## config.mk

```make
export PLATFORM = sky130hd
export DESIGN_NAME = custom_clk_div
export DESIGN_NICKNAME = d
export VERILOG_FILES = /design/src/rtl/custom_clk_div_pkg.sv /design/src/rtl/custom_clk_div.sv
export SDC_FILE = /design/constraint.sdc
export NUM_CORES = 1
export LEC_CHECK = 0
export BUFFER_PORTS_ARGS = -buffer_cell sky130_fd_sc_hd__buf_2
export CORE_MARGIN = 2
export CORE_UTILIZATION = 45
export DETAILED_ROUTE_END_ITERATION = 12
export SYNTH_ARGS = -nofsm -noshare
export SYNTH_HDL_FRONTEND = slang
export SYNTH_SLANG_ARGS = --single-unit
```

## constraint.sdc

```tcl
create_clock -name sixtyhz_clk -period 6.6 [get_ports sixtyhz_clk]
set_input_delay 1.98 -clock sixtyhz_clk [delete_from_list [all_inputs] [get_ports sixtyhz_clk]]
set_output_delay 1.98 -clock sixtyhz_clk [all_outputs]
set_load 0.005 [all_outputs]
```

## src/rtl/custom_clk_div_pkg.sv

```systemverilog
// custom_clk_div_pkg: shared divider width and the project's named strobe periods
package custom_clk_div_pkg;
  localparam int CLK_DIV_WIDTH = 26;
  localparam logic [CLK_DIV_WIDTH-1:0] PERIOD_22HZ = 26'd2_272_727;
  localparam logic [CLK_DIV_WIDTH-1:0] PERIOD_77HZ = 26'd649_350;
  localparam logic [CLK_DIV_WIDTH-1:0] PERIOD_40HZ = 26'd1_250_000;
  localparam logic [CLK_DIV_WIDTH-1:0] PERIOD_69HZ = 26'd724_637;
  localparam logic [CLK_DIV_WIDTH-1:0] PERIOD_57HZ = 26'd877_192;
  localparam logic [CLK_DIV_WIDTH-1:0] PERIOD_56HZ = 26'd892_857;
endpackage

```

## src/rtl/custom_clk_div.sv

```systemverilog
// custom_clk_div: one-cycle strobe every `period` clocks, period resampled only at terminal count
module custom_clk_div
  import custom_clk_div_pkg::*;
#(
  parameter int WIDTH = CLK_DIV_WIDTH
) (
  input  logic             resetn,
  input  logic             sixtyhz_clk,
  input  logic [WIDTH-1:0] period,
  output logic             pulse_out
);
  logic [WIDTH-1:0] count;
  logic [WIDTH-1:0] period_q;
  logic [WIDTH-1:0] term;
  // A zero period behaves as one, so the terminal count is never below zero
  assign term = (period_q == '0) ? '0 : period_q - 1'b1;
  // Count up to the terminal value, strobe there and latch the next period
  always_ff @(posedge sixtyhz_clk) begin
    if (!resetn) begin
      count     <= '0;
      pulse_out <= 1'b0;
      period_q  <= period;
    end else if (count == term) begin
      count     <= '0;
      pulse_out <= 1'b1;
      period_q  <= period;
    end else begin
      count     <= count + 1'b1;
      pulse_out <= 1'b0;
    end
  end
`ifndef SYNTHESIS
  // The counter must never run past the active period
  always_ff @(posedge sixtyhz_clk) if (resetn) assert (count <= term);
`endif
endmodule

```

After elaboration in Yosys (flattened, before gate mapping)
Cells that the tools add are included.
{"block": "word_totals", "ff_bits": 53, "input_bits": 28, "output_inout_bits": 1, "word_cells": 14}
{"block": "op_classes", "addsub": 2, "n_eq_ne": 2, "muxes": 4, "n_bitwise": 1, "n_reduce_logical": 2}
{"cell": "$mux 26", "count": 3}
{"cell": "$add 26x1->26 const B", "count": 1}
{"cell": "$eq 26x26->1", "count": 1}
{"cell": "$logic_not 26->1", "count": 1}
{"cell": "$sub 26x1->26 const B", "count": 1}
{"cell": "$ne 2x1->1 const B", "count": 1}
{"cell": "$reduce_or 2->1", "count": 1}
{"cell": "$mux 1", "count": 1}
{"cell": "$not 1->1", "count": 1}

Longest topological paths before layout
Gate-level depths: netlist (run 1).
{"block": "depth", "ltp_word": 5, "ltp_mapped": 12, "ltp_nobuf": 10}

Least setup slack after synthesis (run 1)
OpenSTA, ideal clock, no wires.
{"block": "synth_timing", "path_type": "flip-flop to flip-flop", "startpoint": "register period_q[14]", "endpoint": "register period_q[0], enable pin", "setup_time_ps": 412, "arrival_ps": 4177, "t_required_ps": 6188, "slack_ps": 2011, "path_stages_with_launch": 10, "path_buffers": 1, "period_less_slack_ps": 4589, "cell_sequence": "edfxtp_1 -> or4_4 -> or2_1 -> clkbuf_1 -> o41a_1 -> or2_0 -> o32ai_2 -> a22oi_2 -> or4_1 -> o21ai_1"}
{"block": "synth_via", "elab_chain_len": 4, "word_cells_on_any_way": 5}
{"item": "from (decl)", "line_no": "custom_clk_div.sv:13", "text": "logic [WIDTH-1:0] period_q;"}
{"item": "from (signal assigned)", "line_no": "custom_clk_div.sv:22", "text": "period_q <= period;"}
{"item": "from (signal assigned)", "line_no": "custom_clk_div.sv:26", "text": "period_q <= period;"}
{"item": "$sub 26x1->26 or $logic_not 26->1 (tied branches)", "line_no": "custom_clk_div.sv:16", "text": "assign term = (period_q == '0) ? '0 : period_q - 1'b1;"}
{"item": "$mux 26 *", "line_no": "custom_clk_div.sv:16"}
{"item": "$eq 26x26->1 *", "line_no": "custom_clk_div.sv:23", "text": "end else if (count == term) begin"}
{"item": "$ne 2x1->1 (no line) *"}
Mark *: on every way between the ends. The rest lies on a longest branch, timed or not.
A chain may end at the register's enable or synchronous reset.

Worst setup path after layout (run 1)
{"block": "layout_timing", "startpoint": "register period_q[3]", "endpoint": "register period_q[6], enable pin"}
The elaborated chain is that of the path after synthesis.

==> impl_summary.md, run 1 <==
Global routing
The initial antenna violation count is 0. The maximum number of pins on one net before global-route repair is 27. Summed over all layers, the global routing overflow is 0. The via count of the first global-routing pass is 2,653.

The first-pass GRT wire length is 13.1 mm. The overall track demand over capacity in global routing is 0.200.

Yosys
The synthesis-stage register bit count is 53. Synthesis produced a netlist whose cell count is 354. The share of flip-flops with an asynchronous set or reset after synthesis is 0.

Of the synthesized area, sequential elements account for 0.396. The cell type with the highest aggregate area in the netlist is sky130_fd_sc_hd__edfxtp_1. The mapped netlist covers 0.00333 mm2.

When the netlist entered floorplanning its net count stood at 384. By count the netlist is led by sky130_fd_sc_hd__nand2_1, sky130_fd_sc_hd__xnor2_1, sky130_fd_sc_hd__dfxtp_1. The number of different library cells used by synthesis comes to 63.

The dominant register cell in the synthesized netlist is sky130_fd_sc_hd__dfxtp_1. The library cell with the highest instance count after synthesis is sky130_fd_sc_hd__nand2_1. The share of Yosys cell area claimed by the top area cell type is 0.234. In the post-synthesis netlist, the biggest area contributors are sky130_fd_sc_hd__edfxtp_1, sky130_fd_sc_hd__dfxtp_1, sky130_fd_sc_hd__xnor2_1. In this run the mean area of a mapped cell was 9.42 um2. The count of flip-flops with a built-in enable after synthesis is 26. The Yosys step of the flow raised 0 warnings.

Route
After the first detailed-routing iteration, the DRC count stood at 151. In the final routed layout, each cell accounts on average for 16.7 um. The detailed router placed 2,707 vias in this run. The final layout contains routed wiring with a total length of 7.83 mm.

The final antenna-violating net count is 0. The first detailed-routing pass ran for 4 iterations. In the routed design, unresolved DRC markers number 0.

In the routed layout, each cell is associated on average with a via count of 5.77.

Timing
The worst path needs 4380 ps of the cycle, external delays included. The max-slew violation count was 0. Setup repair after global routing left no endpoint under its margin. Hold timing on the final database bottoms out at a slack of 598 ps.

The post-route clock period utilization is 0.664. The actual transition at the worst max-transition pin is 971 ps. The headroom to the max-slew limit is 0.352. The number of endpoints with negative hold slack in the final report is 0. In the final timing run, aggregate negative setup slack is 0 ps. The final clock skew is 6.22 ps.

Setup violations remaining at the end of the flow were counted as 0. The highest achievable clock rate is 0.228 GHz.

Power and ir drop
The clock share of power is 0.341. The share of power burned in registers is 0.573. Of the total power, the share spent switching nets is 0.238.

The internal power is 496 uW. In this run the static leakage power is 1.17 nW. The power density normalized to cell area is 179 mW/mm2. The switching power is 155 uW. VDD sags by at most 0.102 mV. The combinational fraction of design power is 0.086.

Setup path
The arrival time at the worst endpoint is 4370 ps. The required time of the critical path is 6590 ps. In this run the worst path has a maximum fanout of 26.

The critical path is of the flop to flop type. The category of the worst setup path capture point is a flop. The launching element type of the critical path is a flop.

CTS
In this run the post-CTS setup repair buffer count came out at 0. The latest clock arrival within the worst-skew pair is 310 ps. The count of H-tree levels built during CTS is 2.

The number of sinks driven by the clock tree is 53. Clock-pin slew was measured on the worst setup and hold paths at 90 ps. The TritonCTS buffer count is 5.

The master cell of the clock root buffer is sky130_fd_sc_hd__clkbuf_8. After clock tree synthesis, the flow added hold-fix buffers numbering 0. Once the clock tree was built, the resizer swapped 0 gates to a different size. The clock tree from TritonCTS is yes. No sink is reached through more buffers than the 2 on the longest clock path.

Layout
At the end of the flow, the number of nets in the layout was 399. The synthesis-to-layout area growth is 8.86%. Of the cells placed in the final design, the portion with a size suffix greater than 1 is 0.138. Measured on the finished design, the core utilization comes to 0.503. The number of inserted diodes is 0.

Summing all non-filler instances in the final layout gives an area of 0.00363 mm2. The fill cell total of the finished layout is 698.

Run
The number of max-cap violations is 0.

Placement
Once placement finished, the instance area stood at 0.00351 mm2. Once detailed placement completed, the half-perimeter wirelength came to 6.00 mm. Input and output buffers added on the ports amount to 28. The global placement routability congestion is 0.913.

Floorplan
In this run the count of I/O pins placed on the die edge is 29. The die outline width is 90.1 um. The effective utilization at floorplan is 0.462.

The core region is 0.00721 mm2. The area enclosed by the die boundary is 0.00811 mm2. The die outline height is 90.1 um. The floorplan row count is 31.

Min path
The worst hold path belongs to the class flop to flop.

Outcome
The flow ran to the end, and the final reports show no timing, DRC or antenna violations.
[layout by cell type, fill, tap and decap left out, types with 2 or more instances in the layout]
cell type,n
sky130_fd_sc_hd__nand2_1,30
sky130_fd_sc_hd__xnor2_1,28
sky130_fd_sc_hd__buf_2,28
sky130_fd_sc_hd__dfxtp_1,27
sky130_fd_sc_hd__edfxtp_1,26
sky130_fd_sc_hd__xor2_1,22
sky130_fd_sc_hd__nor2_1,18
sky130_fd_sc_hd__a21oi_1,17
sky130_fd_sc_hd__a211oi_1,17
sky130_fd_sc_hd__nand3_1,15
sky130_fd_sc_hd__nor3_1,11
sky130_fd_sc_hd__nand4_1,11
sky130_fd_sc_hd__or4_1,8
sky130_fd_sc_hd__inv_1,7
sky130_fd_sc_hd__nor4_1,7
sky130_fd_sc_hd__o21ai_0,6
sky130_fd_sc_hd__and3_1,5
sky130_fd_sc_hd__clkbuf_8,5
sky130_fd_sc_hd__or3_1,4
sky130_fd_sc_hd__nor2b_1,4
sky130_fd_sc_hd__o211ai_1,4
sky130_fd_sc_hd__a31oi_1,3
sky130_fd_sc_hd__o31ai_1,3
sky130_fd_sc_hd__and2_1,3
sky130_fd_sc_hd__o221ai_1,3
sky130_fd_sc_hd__nand2b_1,3
sky130_fd_sc_hd__nor4b_1,3
sky130_fd_sc_hd__and4_1,3
sky130_fd_sc_hd__nor4_2,2
sky130_fd_sc_hd__a221oi_1,2
sky130_fd_sc_hd__o31a_1,2
sky130_fd_sc_hd__nor4_4,2
sky130_fd_sc_hd__a21o_1,2
sky130_fd_sc_hd__nor3b_1,2
sky130_fd_sc_hd__or2_0,2
sky130_fd_sc_hd__o41ai_1,2
sky130_fd_sc_hd__mux2i_1,2
sky130_fd_sc_hd__ha_1,2
sky130_fd_sc_hd__buf_4,2
[final cells by class]
cell class / instances / area (um2) / share of cell area
inverters: 7 / 26.3 / 0.00724
well taps: 99 / 124 / 0.0341
clock buffers: 5 / 68.8 / 0.0190
clock inverters: 3 / 46.3 / 0.0128
repair buffers: 30 / 155 / 0.0427
multi-input cells: 272 / 1890 / 0.520
flip-flops and latches: 53 / 1320 / 0.364
[cell families after synthesis]
logic type,after synthesis,share of synthesized area
simple gates,141,0.247
compound gates,75,0.162
flops,53,0.396
xor+xnor,51,0.138
buf+inv,29,0.0387
mux,3,0.00938
fa+ha+maj,2,0.00750
[critical path, cell delays in order, from the launching register on]
cell,delay [ps]
sky130_fd_sc_hd__edfxtp_1,510
sky130_fd_sc_hd__or4_1,720
sky130_fd_sc_hd__nor4_4,360
sky130_fd_sc_hd__nand4_1,550
sky130_fd_sc_hd__or2_0,410
sky130_fd_sc_hd__a211oi_1,240
sky130_fd_sc_hd__nand4_1,190
sky130_fd_sc_hd__or4_1,610
sky130_fd_sc_hd__o21ai_2,140
sky130_fd_sc_hd__buf_4,310
[sequential cells by signal, indices dropped and copies added (netlist names)]
name	cells
count	26
period_q	26
pulse_out	1
[worst paths after layout]
| path | end | startpoint | cells past startpoint | slack, ps |
|---|---|---|---|---|
| min reg2reg | count[25]$_SDFF_PP0_ | count[25]$_SDFF_PP0_ | 2 | 600 |
| max reg2reg | period_q[6]$_DFFE_PP_ | period_q[3]$_DFFE_PP_ | 9 | 2220 |
| max | period_q[6]$_DFFE_PP_ | period_q[3]$_DFFE_PP_ | 9 | 2220 |
| min | count[25]$_SDFF_PP0_ | count[25]$_SDFF_PP0_ | 2 | 600 |
[power groups by stage]
stage               combinational (mW)  sequential [mW]  clock [mW]
floorplan                       0.0427            0.373           0
global placement                0.0555            0.380           0
detailed placement              0.0557            0.380           0
CTS                             0.0560            0.373       0.230
global route                    0.0628            0.375       0.244
finish                          0.0560            0.373       0.222
[per-layer routing]
layer	vias to the layer above	GRT usage	wire length, um
li1	1365	-	-
met1	1263	0.282	3830
met2	68	0.316	3590
met3	11	0.0310	277
met4	0	0.0603	136
met5	-	0	0
[through the flow]
step / power [mW] / instances / setup slack [ps]
after floorplan: 0.415 / 354 / 2010
after global placement: 0.435 / 461 / 2370
after detailed placement: 0.436 / 461 / 2260
after CTS: 0.659 / 469 / 2240
after global routing: 0.681 / 469 / 1920
final: 0.651 / 469 / 2220
Power figures use the tool's default switching activity.
==> run 2, diff against run 1 <==
ABC_AREA = 1   (was default)
clock period = 4.3 ns   (was 6.6 ns; I/O delays follow)
==> run 2 against run 1 <==
- via count grew 8.4%
- non-clock buffer count fell by 1
- combinational power rose by 63%
- cell area up 1.2%
- critical path type unchanged
- critical endpoint is now count[19]$_SDFF_PP0_
==> impl_summary.md, run 2 <==
Outcome
The run finished with clean final reports.

Timing
Derived from the worst setup path, the maximum achievable clock frequency is 0.296 GHz. At the pin with the least slew margin, the transition time is 864 ps. The post-route clock period utilization is 0.786. On the final layout, the worst clock skew is 3.06 ps. The worst pin sits at a relative slew slack of 0.422. The setup violation total in the final timing report is 0. The number of endpoints with negative hold slack in the final report is 0. The time the final worst path needs with I/O delays and setup is 3380 ps. Setup repair after global routing left no endpoint under its margin. The max-slew violation count came to 0. Across all hold checks on the routed design, the worst slack comes to 498 ps.

In the final timing run, aggregate negative setup slack is 0 ps. The post-layout worst setup margin is 921 ps.

Setup path
The launching element type of the critical path is a flop. The delay contributed by the slowest stage of the critical path is 510 ps. The arrival time at the worst endpoint is 3590 ps. For the worst setup path, the data required time is 4510 ps. The most numerous cell on the critical path is sky130_fd_sc_hd__nand2_1. Of all nets on the critical path, the largest fanout is 48.

The signal on the critical path passes through inv_1, ha_1, nand2_1, nor2_1, nand2_1, nor2_2, nand2_1, nand3b_1, nand2_1, nor2_1, nand2_1, nor2_1, nand2_1, nor2_1, nand2_1, nand2_4, buf_4, nor2_2. The category of the worst setup path capture point is a flop. The critical path's slowest cell is sky130_fd_sc_hd__nand2_1. The category of the most critical setup path is flop to flop.

CTS
After clock tree synthesis, the clock-pin slew on the worst setup and hold paths is 90 ps. The post-CTS setup buffer count is 0. The buffer levels on the longest clock path is 2. The master cell of the clock root buffer is sky130_fd_sc_hd__clkbuf_8. The count of cells resized by post-cts repair is 0. For this design, the sink count on the clock tree is 53. The clock tree from TritonCTS is yes. The count of H-tree levels built during CTS is 2. In this run, CTS created clock tree buffers numbering 5. Buffers inserted to repair hold after CTS numbered 0.

The latest clock arrival within the worst-skew pair is 310 ps.

Route
After detailed routing, the number of vias per cell comes to 4.80. The first-pass iteration count of the detailed router is 4. The top routing layer in use is met4.

For this run, design rule violations remaining after detail routing come to 0. The routed design has 7.36 mm of wire. The met2 wire length is 3.14 mm. The final antenna-violating net count is 0.

After detailed routing, the met3 layer carries 307 um of wire. The routed via count is 2,935. In the final routed layout, each cell accounts on average for 12.0 um.

The first routing iteration left 139 violations. The wire length the detailed router placed on met1 is 3.76 mm.

Power and ir drop
The clock share of power is 0.303. The leakage power is 1.51 nW. The internal portion of the total power is 712 uW.

Of the total power, combinational logic draws 0.097. The maximum ir drop on the vdd rail is 0.160 mV. The analysis attributes to net switching a power of 229 uW. The power density normalized to cell area is 256 mW/mm2. The share of total power dissipated in sequential elements is 0.600. Of the total power, the share spent switching nets is 0.243.

Yosys
The library cell with the highest instance count after synthesis is sky130_fd_sc_hd__nand2_1. Summed over all instances, the cell type with the most area after synthesis is sky130_fd_sc_hd__edfxtp_1. The commonest cells after synthesis are sky130_fd_sc_hd__nand2_1, sky130_fd_sc_hd__nor2_1, sky130_fd_sc_hd__inv_1. The average instance area after synthesis is 7.03 um2.

The combined area of all synthesized cells is 0.00338 mm2. The share of flip-flops with an asynchronous set or reset after synthesis is 0. The dominant register cell in the synthesized netlist is sky130_fd_sc_hd__dfxtp_1. The number of warnings issued by yosys is 0.

Of the synthesized area, sequential elements account for 0.391. In this run, synthesis inferred 26 flip-flops with an integrated enable. By area the synthesized netlist is led by sky130_fd_sc_hd__edfxtp_1, sky130_fd_sc_hd__dfxtp_1, sky130_fd_sc_hd__nand2_1. Synthesis produced a netlist whose cell count is 481.

The count of different cell masters after synthesis is 26. The synthesis-stage register bit count is 53. The number of nets in the synthesized netlist is 511. The share of Yosys cell area claimed by the top area cell type is 0.231.

Layout
The library cell used most frequently in the layout, excluding fill and tap cells, is sky130_fd_sc_hd__nand2_1. The number of inserted diodes is 0. Of the cells placed in the final design, the portion with a size suffix greater than 1 is 0.115. The fill cell total of the finished layout is 761. Once layout is complete, the utilization of the core stands at 0.506. The synthesis-to-layout area growth is 8.66%.

The library cells used most frequently in the layout, excluding fill and tap cells, are sky130_fd_sc_hd__nand2_1, sky130_fd_sc_hd__nor2_1, sky130_fd_sc_hd__inv_1, sky130_fd_sc_hd__nand3_1, sky130_fd_sc_hd__buf_2. The largest registers in the layout are count x26, period_q x26, pulse_out x1. The multi-input combinational cells in the finished layout cover a total of 0.00172 mm2. The post-layout net count is 541. The storage element area is 0.00132 mm2.

Floorplan
The core region is 0.00725 mm2. The effective utilization at floorplan is 0.466. The die outline height is 90.7 um. The top-level I/O count is 29. The area enclosed by the die boundary is 0.00822 mm2. From left edge to right edge, the die measures 90.7 um.

Row generation in the floorplan step produced 31 rows.

Min path
The path category of the worst min-delay check is flop to flop.

Run
The tool flagged a number of max-cap violations equal to 0.

Global routing
The via count of the first global-routing pass is 2,669. The initial antenna violation count is 0. Global routing finished with a remaining overflow of 0. The maximum number of pins on one net before global-route repair is 49. The first-pass GRT wire length is 12.5 mm. The overall track demand over capacity in global routing is 0.191.

Placement
Once detailed placement completed, the half-perimeter wirelength came to 5.90 mm. The worst slack after detailed placement is 889 ps. The count of buffers from port buffering is 28. The congestion estimate from routability-driven global placement came to 0.895.
[run 2: final timing paths]
kind,depth (start not counted),end,start,slack [ps]
min,1,count[0]$_SDFF_PP0_,count[0]$_SDFF_PP0_,500
max reg2reg,18,count[19]$_SDFF_PP0_,period_q[0]$_DFFE_PP_,920
max,18,count[19]$_SDFF_PP0_,period_q[0]$_DFFE_PP_,920
min reg2reg,1,count[0]$_SDFF_PP0_,count[0]$_SDFF_PP0_,500
[run 2: routing by layer]
layer / up-vias / track usage
li1: 1575 / -
met1: 1282 / 0.278
met2: 64 / 0.286
met3: 14 / 0.0309
met4: 0 / 0.0654
met5: - / 0
[run 2: final cells by class]
| cell class | instances | share of cell area |
|---|---|---|
| clock buffer | 6 | 0.0225 |
| clock inverter | 2 | 0.00238 |
| inverter | 73 | 0.0746 |
| multi-input combinational | 349 | 0.467 |
| sequential | 53 | 0.360 |
| tap | 99 | 0.0337 |
| timing repair buffer | 29 | 0.0402 |
[run 2: critical path, delay by kind of cell, from the launching register on]
kind	cells	cell delay, ps
buffers and inverters	2	370
DFF	1	400
adders and majority gates	1	230
and+or+nand+nor	15	2270
[run 2: logic make-up after synthesis]
family,count (synthesis),share of synthesized area
xor gates and xnor gates,27,0.0699
DFF,53,0.391
adders and majority gates,2,0.00740
and+or+nand+nor,304,0.402
buffers and inverters,79,0.102
AOI/OAI and AO/OA,16,0.0281
[run 2: power by group through the flow]
| stage | sequential (mW) | combinational (mW) | clock, mW |
|---|---|---|---|
| global placement | 0.576 | 0.0901 | 0 |
| CTS | 0.564 | 0.0919 | 0.296 |
| global route | 0.568 | 0.106 | 0.319 |
| floorplan | 0.571 | 0.0682 | 0 |
| finish | 0.564 | 0.0914 | 0.285 |
| detailed placement | 0.576 | 0.0916 | 0 |
[run 2: through the flow]
step | power, mW | instance area [um2] | instances
after CTS | 0.952 | 3670 | 611
after global placement | 0.666 | 3580 | 603
final | 0.940 | 3670 | 611
after detailed placement | 0.668 | 3580 | 603
after global routing | 0.992 | 3670 | 611
after floorplan | 0.639 | 3380 | 481
